--- src/rtl/qam_hard_slicer_if.sv ---
// Sample input and FIFO write port of the QAM hard slicer.
// The slicer side (master) consumes demod samples and FIFO status and
// produces FIFO writes; the environment side (slave) is the mirror image.
interface qam_hard_slicer_if #(
  parameter int IQ_W     = 8,
  parameter int MOD_BITS = 4
);
  logic signed [IQ_W-1:0] i_in;
  logic signed [IQ_W-1:0] q_in;
  logic                   in_valid;
  logic                   wfull;
  logic [MOD_BITS-1:0]    sym_out;
  logic                   wrreq;

  modport master (
    input  i_in, q_in, in_valid, wfull,
    output sym_out, wrreq
  );

  modport slave (
    output i_in, q_in, in_valid, wfull,
    input  sym_out, wrreq
  );
endinterface

--- src/rtl/qam_hard_slicer.sv ---
// QAM hard-decision slicer with preamble hunt and fixed-length frame
// forwarding. Two pipeline stages (capture, decide) feed a HUNT/PASS
// controller whose registered write request drives the FIFO write port.
module qam_hard_slicer #(
  parameter int         IQ_W      = 8,
  parameter int         MOD_BITS  = 4,
  parameter int         SCALE     = 32,
  parameter logic [3:0] PRE_SYM   = 4'b1010,
  parameter int         PRE_LEN   = 4,
  parameter int         FRAME_LEN = 64,
  parameter int         DROP_W    = 8
) (
  input  logic              sclk,
  input  logic              reset,
  input  logic              enable,
  qam_hard_slicer_if.master bus,
  output logic              locked,
  output logic              frame_done,
  output logic [DROP_W-1:0] drop_cnt
);

  localparam int MATCH_W = $clog2(PRE_LEN + 1);
  localparam int PAY_W   = $clog2(FRAME_LEN + 1);

  localparam logic [MOD_BITS-1:0] PRE_DEC    = PRE_SYM[MOD_BITS-1:0];
  localparam logic [IQ_W:0]       INNER_THR  = (IQ_W + 1)'(2 * SCALE);
  localparam logic [MATCH_W-1:0]  MATCH_LAST = MATCH_W'(PRE_LEN - 1);
  localparam logic [PAY_W-1:0]    PAY_LAST   = PAY_W'(FRAME_LEN - 1);

  typedef enum logic {
    HUNT = 1'b0,
    PASS = 1'b1
  } state_e;

  // Per-axis hard decision: {sign, inner}. Magnitude is taken one bit wider
  // than the sample so the most negative input does not wrap to itself.
  function automatic logic [1:0] axis_bits(input logic signed [IQ_W-1:0] x);
    logic signed [IQ_W:0] x_ext;
    logic [IQ_W:0]        mag;
    x_ext = {x[IQ_W-1], x};
    mag   = x_ext[IQ_W] ? $unsigned(-x_ext) : $unsigned(x_ext);
    return {~x[IQ_W-1], (mag < INNER_THR)};
  endfunction

  // Stage 1 (raw sample) and stage 2 (decision) registers.
  logic signed [IQ_W-1:0] i1_q, q1_q;
  logic                   v1_q;
  logic [MOD_BITS-1:0]    dec2_q;
  logic                   v2_q;

  // Controller state.
  state_e                 state_q, state_d;
  logic [MATCH_W-1:0]     match_q, match_d;
  logic [PAY_W-1:0]       pay_q, pay_d;
  logic                   wrreq_q, wrreq_d;
  logic [MOD_BITS-1:0]    sym_q, sym_d;
  logic                   done_q, done_d;
  logic [DROP_W-1:0]      drop_q, drop_d;

  // Combinational decision from the stage-1 sample.
  logic [1:0]             i_bits, q_bits;
  logic [MOD_BITS-1:0]    dec;

  assign i_bits = axis_bits(i1_q);
  assign q_bits = axis_bits(q1_q);

  // Gray per axis falls out of {sign, inner}: -3->00, -1->01, +1->11, +3->10.
  if (MOD_BITS == 4) begin : g_qam16
    assign dec = {i_bits, q_bits};
  end else begin : g_qpsk
    assign dec = {i_bits[1], q_bits[1]};
  end

  // Two-stage sample pipeline; it keeps running regardless of enable.
  // NOTE: clocked state uses non-blocking assignments so every register
  // samples the values from before the edge, independent of statement order.
  always_ff @(posedge sclk or negedge reset) begin
    if (!reset) begin
      i1_q   <= '0;
      q1_q   <= '0;
      v1_q   <= 1'b0;
      dec2_q <= '0;
      v2_q   <= 1'b0;
    end else begin
      i1_q   <= bus.i_in;
      q1_q   <= bus.q_in;
      v1_q   <= bus.in_valid;
      dec2_q <= dec;
      v2_q   <= v1_q;
    end
  end

  // Controller state and registered FIFO-side outputs.
  always_ff @(posedge sclk or negedge reset) begin
    if (!reset) begin
      state_q <= HUNT;
      match_q <= '0;
      pay_q   <= '0;
      wrreq_q <= 1'b0;
      sym_q   <= '0;
      done_q  <= 1'b0;
      drop_q  <= '0;
    end else begin
      state_q <= state_d;
      match_q <= match_d;
      pay_q   <= pay_d;
      wrreq_q <= wrreq_d;
      sym_q   <= sym_d;
      done_q  <= done_d;
      drop_q  <= drop_d;
    end
  end

  // Next-state logic: preamble hunt, payload forwarding, drop accounting.
  // NOTE: every output of this block gets a default before any branch so no
  // path leaves a signal unassigned, which would otherwise infer a latch.
  always_comb begin
    state_d = state_q;
    match_d = match_q;
    pay_d   = pay_q;
    wrreq_d = 1'b0;
    sym_d   = sym_q;
    done_d  = 1'b0;
    drop_d  = drop_q;

    if (!enable) begin
      // Disabled: abandon any frame in progress; drop count is kept.
      state_d = HUNT;
      match_d = '0;
      pay_d   = '0;
    end else if (v2_q) begin
      unique case (state_q)
        HUNT: begin
          if (dec2_q == PRE_DEC) begin
            if (match_q == MATCH_LAST) begin
              state_d = PASS;
              match_d = '0;
              pay_d   = '0;
            end else begin
              match_d = match_q + MATCH_W'(1);
            end
          end else begin
            match_d = '0;
          end
        end
        PASS: begin
          pay_d = pay_q + PAY_W'(1);
          if (!bus.wfull) begin
            wrreq_d = 1'b1;
            sym_d   = dec2_q;
          end else if (drop_q != '1) begin
            drop_d = drop_q + DROP_W'(1);
          end
          // The last payload symbol ends the frame whether written or dropped.
          if (pay_q == PAY_LAST) begin
            state_d = HUNT;
            done_d  = 1'b1;
            match_d = '0;
            pay_d   = '0;
          end
        end
        default: state_d = HUNT;
      endcase
    end
  end

  // Write request is cut off in the very cycle enable falls.
  assign bus.wrreq   = wrreq_q & enable;
  assign bus.sym_out = sym_q;
  assign locked      = (state_q == PASS);
  assign frame_done  = done_q;
  assign drop_cnt    = drop_q;

endmodule

--- src/flat_wrapper.sv ---
// flat-port wrapper written by rule: the top's interface ports become plain ports
module qam_hard_slicer_flat 
#(
  parameter int         IQ_W      = 8,
  parameter int         MOD_BITS  = 4,
  parameter int         SCALE     = 32,
  parameter logic [3:0] PRE_SYM   = 4'b1010,
  parameter int         PRE_LEN   = 4,
  parameter int         FRAME_LEN = 64,
  parameter int         DROP_W    = 8
)
  (sclk, reset, enable, locked, frame_done, drop_cnt, bus_i_in, bus_q_in, bus_in_valid, bus_wfull, bus_sym_out, bus_wrreq);
  qam_hard_slicer_if #(.IQ_W(IQ_W), .MOD_BITS(MOD_BITS)) bus_i ();
  input  logic sclk;
  input  logic reset;
  input  logic enable;
  output logic locked;
  output logic frame_done;
  output logic [DROP_W-1:0] drop_cnt;
  input wire logic [$bits(bus_i.i_in)-1:0] bus_i_in;
  input wire logic [$bits(bus_i.q_in)-1:0] bus_q_in;
  input wire logic [$bits(bus_i.in_valid)-1:0] bus_in_valid;
  input wire logic [$bits(bus_i.wfull)-1:0] bus_wfull;
  output wire logic [$bits(bus_i.sym_out)-1:0] bus_sym_out;
  output wire logic [$bits(bus_i.wrreq)-1:0] bus_wrreq;
  assign bus_i.i_in = bus_i_in;
  assign bus_i.q_in = bus_q_in;
  assign bus_i.in_valid = bus_in_valid;
  assign bus_i.wfull = bus_wfull;
  assign bus_sym_out = bus_i.sym_out;
  assign bus_wrreq = bus_i.wrreq;
  qam_hard_slicer #(.IQ_W(IQ_W), .MOD_BITS(MOD_BITS), .SCALE(SCALE), .PRE_SYM(PRE_SYM), .PRE_LEN(PRE_LEN), .FRAME_LEN(FRAME_LEN), .DROP_W(DROP_W)) u_core (.sclk(sclk), .reset(reset), .enable(enable), .bus(bus_i), .locked(locked), .frame_done(frame_done), .drop_cnt(drop_cnt));
endmodule
--- config.mk ---
export PLATFORM = sky130hd
export DESIGN_NAME = qam_hard_slicer_flat
export DESIGN_NICKNAME = d
export VERILOG_FILES = /design/src/rtl/qam_hard_slicer_if.sv /design/src/rtl/qam_hard_slicer.sv /design/src/flat_wrapper.sv
export SDC_FILE = /design/constraint.sdc
export NUM_CORES = 1
export LEC_CHECK = 0
export BUFFER_PORTS_ARGS = -buffer_cell sky130_fd_sc_hd__buf_2
export CORE_MARGIN = 5
export CORE_UTILIZATION = 53
export DETAILED_ROUTE_END_ITERATION = 10
export PLACE_DENSITY_LB_ADDON = 0.05
export SETUP_SLACK_MARGIN = 0.5
export SLEW_MARGIN = 20
export SYNTH_ARGS = -nofsm -noshare
export SYNTH_HDL_FRONTEND = slang
export SYNTH_SLANG_ARGS = --single-unit
--- constraint.sdc ---
create_clock -name sclk -period 2 [get_ports sclk]
set_input_delay 0.6 -clock sclk [delete_from_list [all_inputs] [get_ports sclk]]
set_output_delay 0.6 -clock sclk [all_outputs]
set_load 0.05 [all_outputs]
### After elaboration in Yosys (flattened, before gate mapping)

Cells that the tools add are included.

* input bits: 21
* logic and storage cells: 64
* flip-flop bits (word level): 47

* bitwise operators: 5
* add/subtract/negate cells: 5
* equal/unequal tests: 8
* muxes and demuxes: 28
* order comparisons: 2
* reductions and logical operators: 4

Operators by type and width (number)
* $mux W7: 5
* $lt A9 B7 Y1 const B: 2
* $mux W9: 2
* $neg A8 Y9: 2
* $mux W3: 5
* $pmux W7 S2: 1
* $mux W1: 13
* $add A8 B1 Y8 const B: 1
* $ne A8 B8 Y1 const B: 1
* $add A7 B1 Y7 const B: 1
* $eq A7 B6 Y1 const B: 1
* $ne A3 B2 Y1 const B: 2
* $pmux W3 S2: 1
* $reduce_and A5 Y1: 1
* $eq A4 B4 Y1 const B: 1
* $not A1 Y1: 4
* $reduce_and A4 Y1: 1
* $add A3 B1 Y3 const B: 1
* $eq A3 B2 Y1 const B: 1
* $ne A3 B3 Y1 const B: 1
* $reduce_and A3 Y1: 1
* $ne A2 B1 Y1 const B: 1
* $pmux W1 S2: 1
* $reduce_and A2 Y1: 1
* $and A1 B1 Y1: 1

### Logic depth before layout (Yosys ltp)

* depth in word-level cells: 6
* depth in mapped cells: 5
* mapped depth without buffers: 5

### Worst setup path after synthesis

Ideal clock, no wire load.

* path kind: input-to-output
* start point: input port enable
* end point: output port bus_wrreq
* buffers on the path: 1
* data arrival time: 1.195 ns
* path slack: 0.205 ns
* required time: 1.400 ns
* stages on the path: 2
* cell sequence: buf_2 > and2_1

* cells in the longest elaborated chain, start to end: 1

Ends and longest elaborated chain
* start, declared: line flat_wrapper.sv:16 `input logic enable;`
* $and A1 B1 Y1: line qam_hard_slicer.sv:168 `assign bus.wrreq = wrreq_q & enable;`
* end, declared: line flat_wrapper.sv:25 `output wire logic [$bits(bus_i.wrreq)-1:0] bus_wrreq;`

No other way between the ends.

### Worst setup path after layout

* start point: register u_core.wrreq_q
* end point: output port bus_wrreq

* cells in the longest elaborated chain, start to end: 1

Ends and longest elaborated chain
* start, declared: line qam_hard_slicer.sv:55 `logic wrreq_q, wrreq_d;`
* start signal, assigned: line qam_hard_slicer.sv:107 `wrreq_q <= wrreq_d;`
* $and A1 B1 Y1: line qam_hard_slicer.sv:168

No other way between the ends.

==> flow_summary.json <==
{
  "r2r_start": "u_core.drop_cnt[0]",
  "core-area_sq_mm": 0.00334,
  "ir_worst_vdd_mv": 0.468,
  "multi_input_area_sq_um": 667,
  "worst-path-max-fanout": 1,
  "finalNonFillerCells": 244,
  "hp-class": "primary input to asynchronous set/reset pin",
  "dp_cells": 213,
  "grt_antenna_before_repair": 0,
  "fin_util_pct": 75.5,
  "grt.total_usage_pct": 17.6,
  "tightestPinTransition_ns": 0.386,
  "grt_max_degree": 23,
  "final_hold_viol_count": 0,
  "timing_worst_setup_path_type": "flip-flop to primary output",
  "die_height_microns": 68.7,
  "fp-row-count": 21,
  "wire_per_inst_microns": 15.8,
  "drtPass1Iterations": 4,
  "via_per_inst": 5.36,
  "yosysUniqueCellTypes": 40,
  "maxCapViolCount": 0,
  "syn-num-nets": 154,
  "grt_setup_unrepaired": "true",
  "clk_pin_slew_ns": 0.15,
  "clk_path_buf_depth": 2,
  "fin_crit_ns": 1.62,
  "clock.fmax_mhz": 617,
  "die_w_microns": 68.7,
  "crit_start": "u_core.wrreq_q",
  "fin_ws_ns": 0.379,
  "grt_pass1_vias": 1320,
  "avgSynthCellArea_sq_um": 14.0,
  "sequentialPowerShare_pct": 60.4,
  "port-buffer-count": 35,
  "p_total_uw": 1630,
  "comb_power_share_pct": 4.3,
  "finalSetupViolCount": 0,
  "place.gp.congestion": 0.826,
  "filler_cell_count": 224,
  "timing.slew.headroom_pct": 74.3,
  "drc_errors": 0,
  "grt_overflow_total": 0,
  "switchingPower_uw": 357,
  "start_util_pct": 54.7,
  "wl_microns": 3850,
  "setup_tns_ns": 0,
  "ctsRootBufferMaster": "clkbuf_4",
  "synth_area_sq_mm": 0.00183,
  "power.density_mw_per_mm2": 648,
  "p_clk_share_pct": 35.3,
  "required_ns": 1.40,
  "p_int_uw": 1280,
  "h-tree-depth": 2,
  "clock_latency_ns": 0.36,
  "clkSinkCount": 47,
  "final_nets": 221,
  "critical_path.startpoint_type": "flip-flop",
  "antenna-diode-count": 0,
  "swShare_pct": 21.9,
  "hpwl_microns": 2340,
  "postRouteAntennaNets": 0,
  "drive_gt1_share_pct": 50.5,
  "clock_skew_ns": 0.0128,
  "drt_iter0_markers": 98,
  "dpl_worst_slack_ns": 0.213,
  "grt_pass1_wl_microns": 6010,
  "synth_seq_cells": 47,
  "ys_warn_count": 0,
  "slew_violations": 0,
  "area_growth_pct": 38.0,
  "endpoint_kind": "primary output",
  "cts_tree": "done",
  "synthCells": 130,
  "crit_arrival_ns": 1.02,
  "cts_hold_buf": 0,
  "status": "finished clean",
  "ioPinCount": 36,
  "seq_area_frac_synth_pct": 64.4,
  "seq_area_sq_mm": 0.00119,
  "numCtsBuffers": 5,
  "die_area_sq_mm": 0.00472,
  "period_share_pct": 81.1,
  "num_vias": 1309,
  "p_leak_uw": 0.00121
}
## path summary, 6_finish.rpt
path	end	slack, ns	depth (start not counted)
worst max-delay path	bus_wrreq	0.38	2
max in group asynchronous	u_core.pay_q[6]	1.36	2
worst max register to register	u_core.drop_cnt[1]	0.46	4
min in group sclk	u_core.q1_q[6]	0.33	1
worst min-delay path	u_core.match_q[0]	0.14	1
worst min register to register	u_core.v2_q	0.37	0
## routing by layer
layer / up-vias / global-route usage [%] / share of wire (%)
li1: 611 / - / -
met1: 650 / 21.2 / 40
met2: 42 / 29.7 / 52
met3: 6 / 5.02 / 6.5
met4: 0 / 6.81 / 1.2
met5: - / 0 / 0
## flip-flops by register name, indices dropped and copies added, names as in the netlist
| name | cells |
|---|---|
| u_core.drop_cnt | 8 |
| u_core.q1_q | 8 |
| u_core.dec2_q | 4 |
| u_core.match_q | 3 |
| u_core.frame_done | 1 |
| u_core.pay_q | 7 |
| u_core.bus.sym_out | 4 |
| u_core.locked | 1 |
| u_core.v2_q | 1 |
| u_core.i1_q | 8 |
| u_core.wrreq_q | 1 |
| u_core.v1_q | 1 |
## what timing repair did
| item | in CTS | in global routing |
|---|---|---|
| setup endpoints to repair | 15 | 29 |
| resized for setup | 34 | 11 |
| hold endpoints to repair | 0 | 0 |
| pin swaps | 0 | 8 |
| setup buffers | 14 | 9 |
## through the flow
stage	instance area (sq um)	hold WS (ns)
floorplan	1870	0.304
global placement	2120	0.334
detailed placement	2120	0.341
CTS	2410	0.133
global route	2520	0.138
finish	2520	0.135
## final cells by class
cell class                      instances  share of cell area (%)
Inverter                                5                   0.745
Sequential cell                        47                    47.1
Clock buffer                            5                    1.49
Multi-Input combinational cell         76                    26.5
Tap cell                               46                    2.29
Timing Repair Buffer                   62                    20.1
Clock inverter                          3                    1.84
## power groups by stage
stage / registers (uW) / clock network [uW] / logic (uW)
after global placement: 1000 / 0 / 63.3
after CTS: 986 / 585 / 67.5
after global routing: 989 / 623 / 80.5
final: 985 / 576 / 70.7
after detailed placement: 1000 / 0 / 65.9
after floorplan: 1000 / 0 / 19.1
## placed cells by master, fill, tap and decap left out, types with 2 or more instances in the layout
cell      synthesis  layout
a21o_1            2       2
o311ai_0          2       2
nor2_1            5       5
a31oi_1           2       2
buf_6             0      18
nand4_1           6       6
buf_2             1      19
mux2_2            5       4
nor3b_1           2       2
or4_1             2       2
nor3_1            2       2
a32o_1            2       2
nand2_1           5       5
dfrtp_2           0       8
inv_1             5       5
a21oi_1           2       2
dfrtp_1          47      39
o21ai_0           5       3
nand3_1           3       2
ha_2              0       2
clkbuf_4          0       5
xnor2_1           6       5
and3_1            2       2
buf_4             1      23
## kinds of logic (layout without fill, tap and decap cells)
logic type / after synthesis / in the layout / share of synthesized area, %
AOI/OAI and AO/OA: 24 / 24 / 11.3
xor gates and xnor gates: 7 / 7 / 3.36
adders and majority gates: 3 / 3 / 2.06
buffers and inverters: 7 / 75 / 1.71
DFF: 47 / 47 / 64.4
muxes: 5 / 5 / 3.08
and+or+nand+nor: 37 / 37 / 14.1
## cell usage after synthesis
cell,n,area [sq um]
o2111ai_1,1,8.76
a21oi_1,2,10.0
nor2_1,5,18.8
inv_1,5,18.8
a21bo_2,1,10.0
nand4_1,6,37.5
and4_4,1,11.3
o2bb2ai_1,1,8.76
and2_2,1,7.51
and2b_1,1,7.51
a41o_1,1,10.0
o221a_2,1,11.3
and2_1,2,12.5
buf_4,1,7.51
nand2_1,5,18.8
xor2_1,1,8.76
nor3b_1,2,15.0
nand3_1,3,15.0
nand4_4,1,21.3
o211a_1,1,10.0
or4_1,2,15.0
a31oi_1,2,12.5
nand4_2,1,12.5
a41oi_4,1,27.5
a21boi_0,1,7.51
nand3b_1,1,7.51
o211ai_2,1,12.5
nor2_2,1,6.26
nor3_1,2,10.0
a32o_1,2,20.0
ha_1,3,37.5
a21o_1,2,15.0
and3_1,2,12.5
xnor2_1,6,52.6
dfrtp_1,47,1180
buf_2,1,5.00
o21ai_0,5,25.0
mux2_2,5,56.3
o311ai_0,2,17.5
nand4bb_4,1,27.5
## worst max-delay path, stage by stage, from the launching register on
cell and delay, ns:
dfrtp_1 0.39, and2_4 0.14, buf_8 0.14
Note: power is estimated with default switching activity, not from simulation.
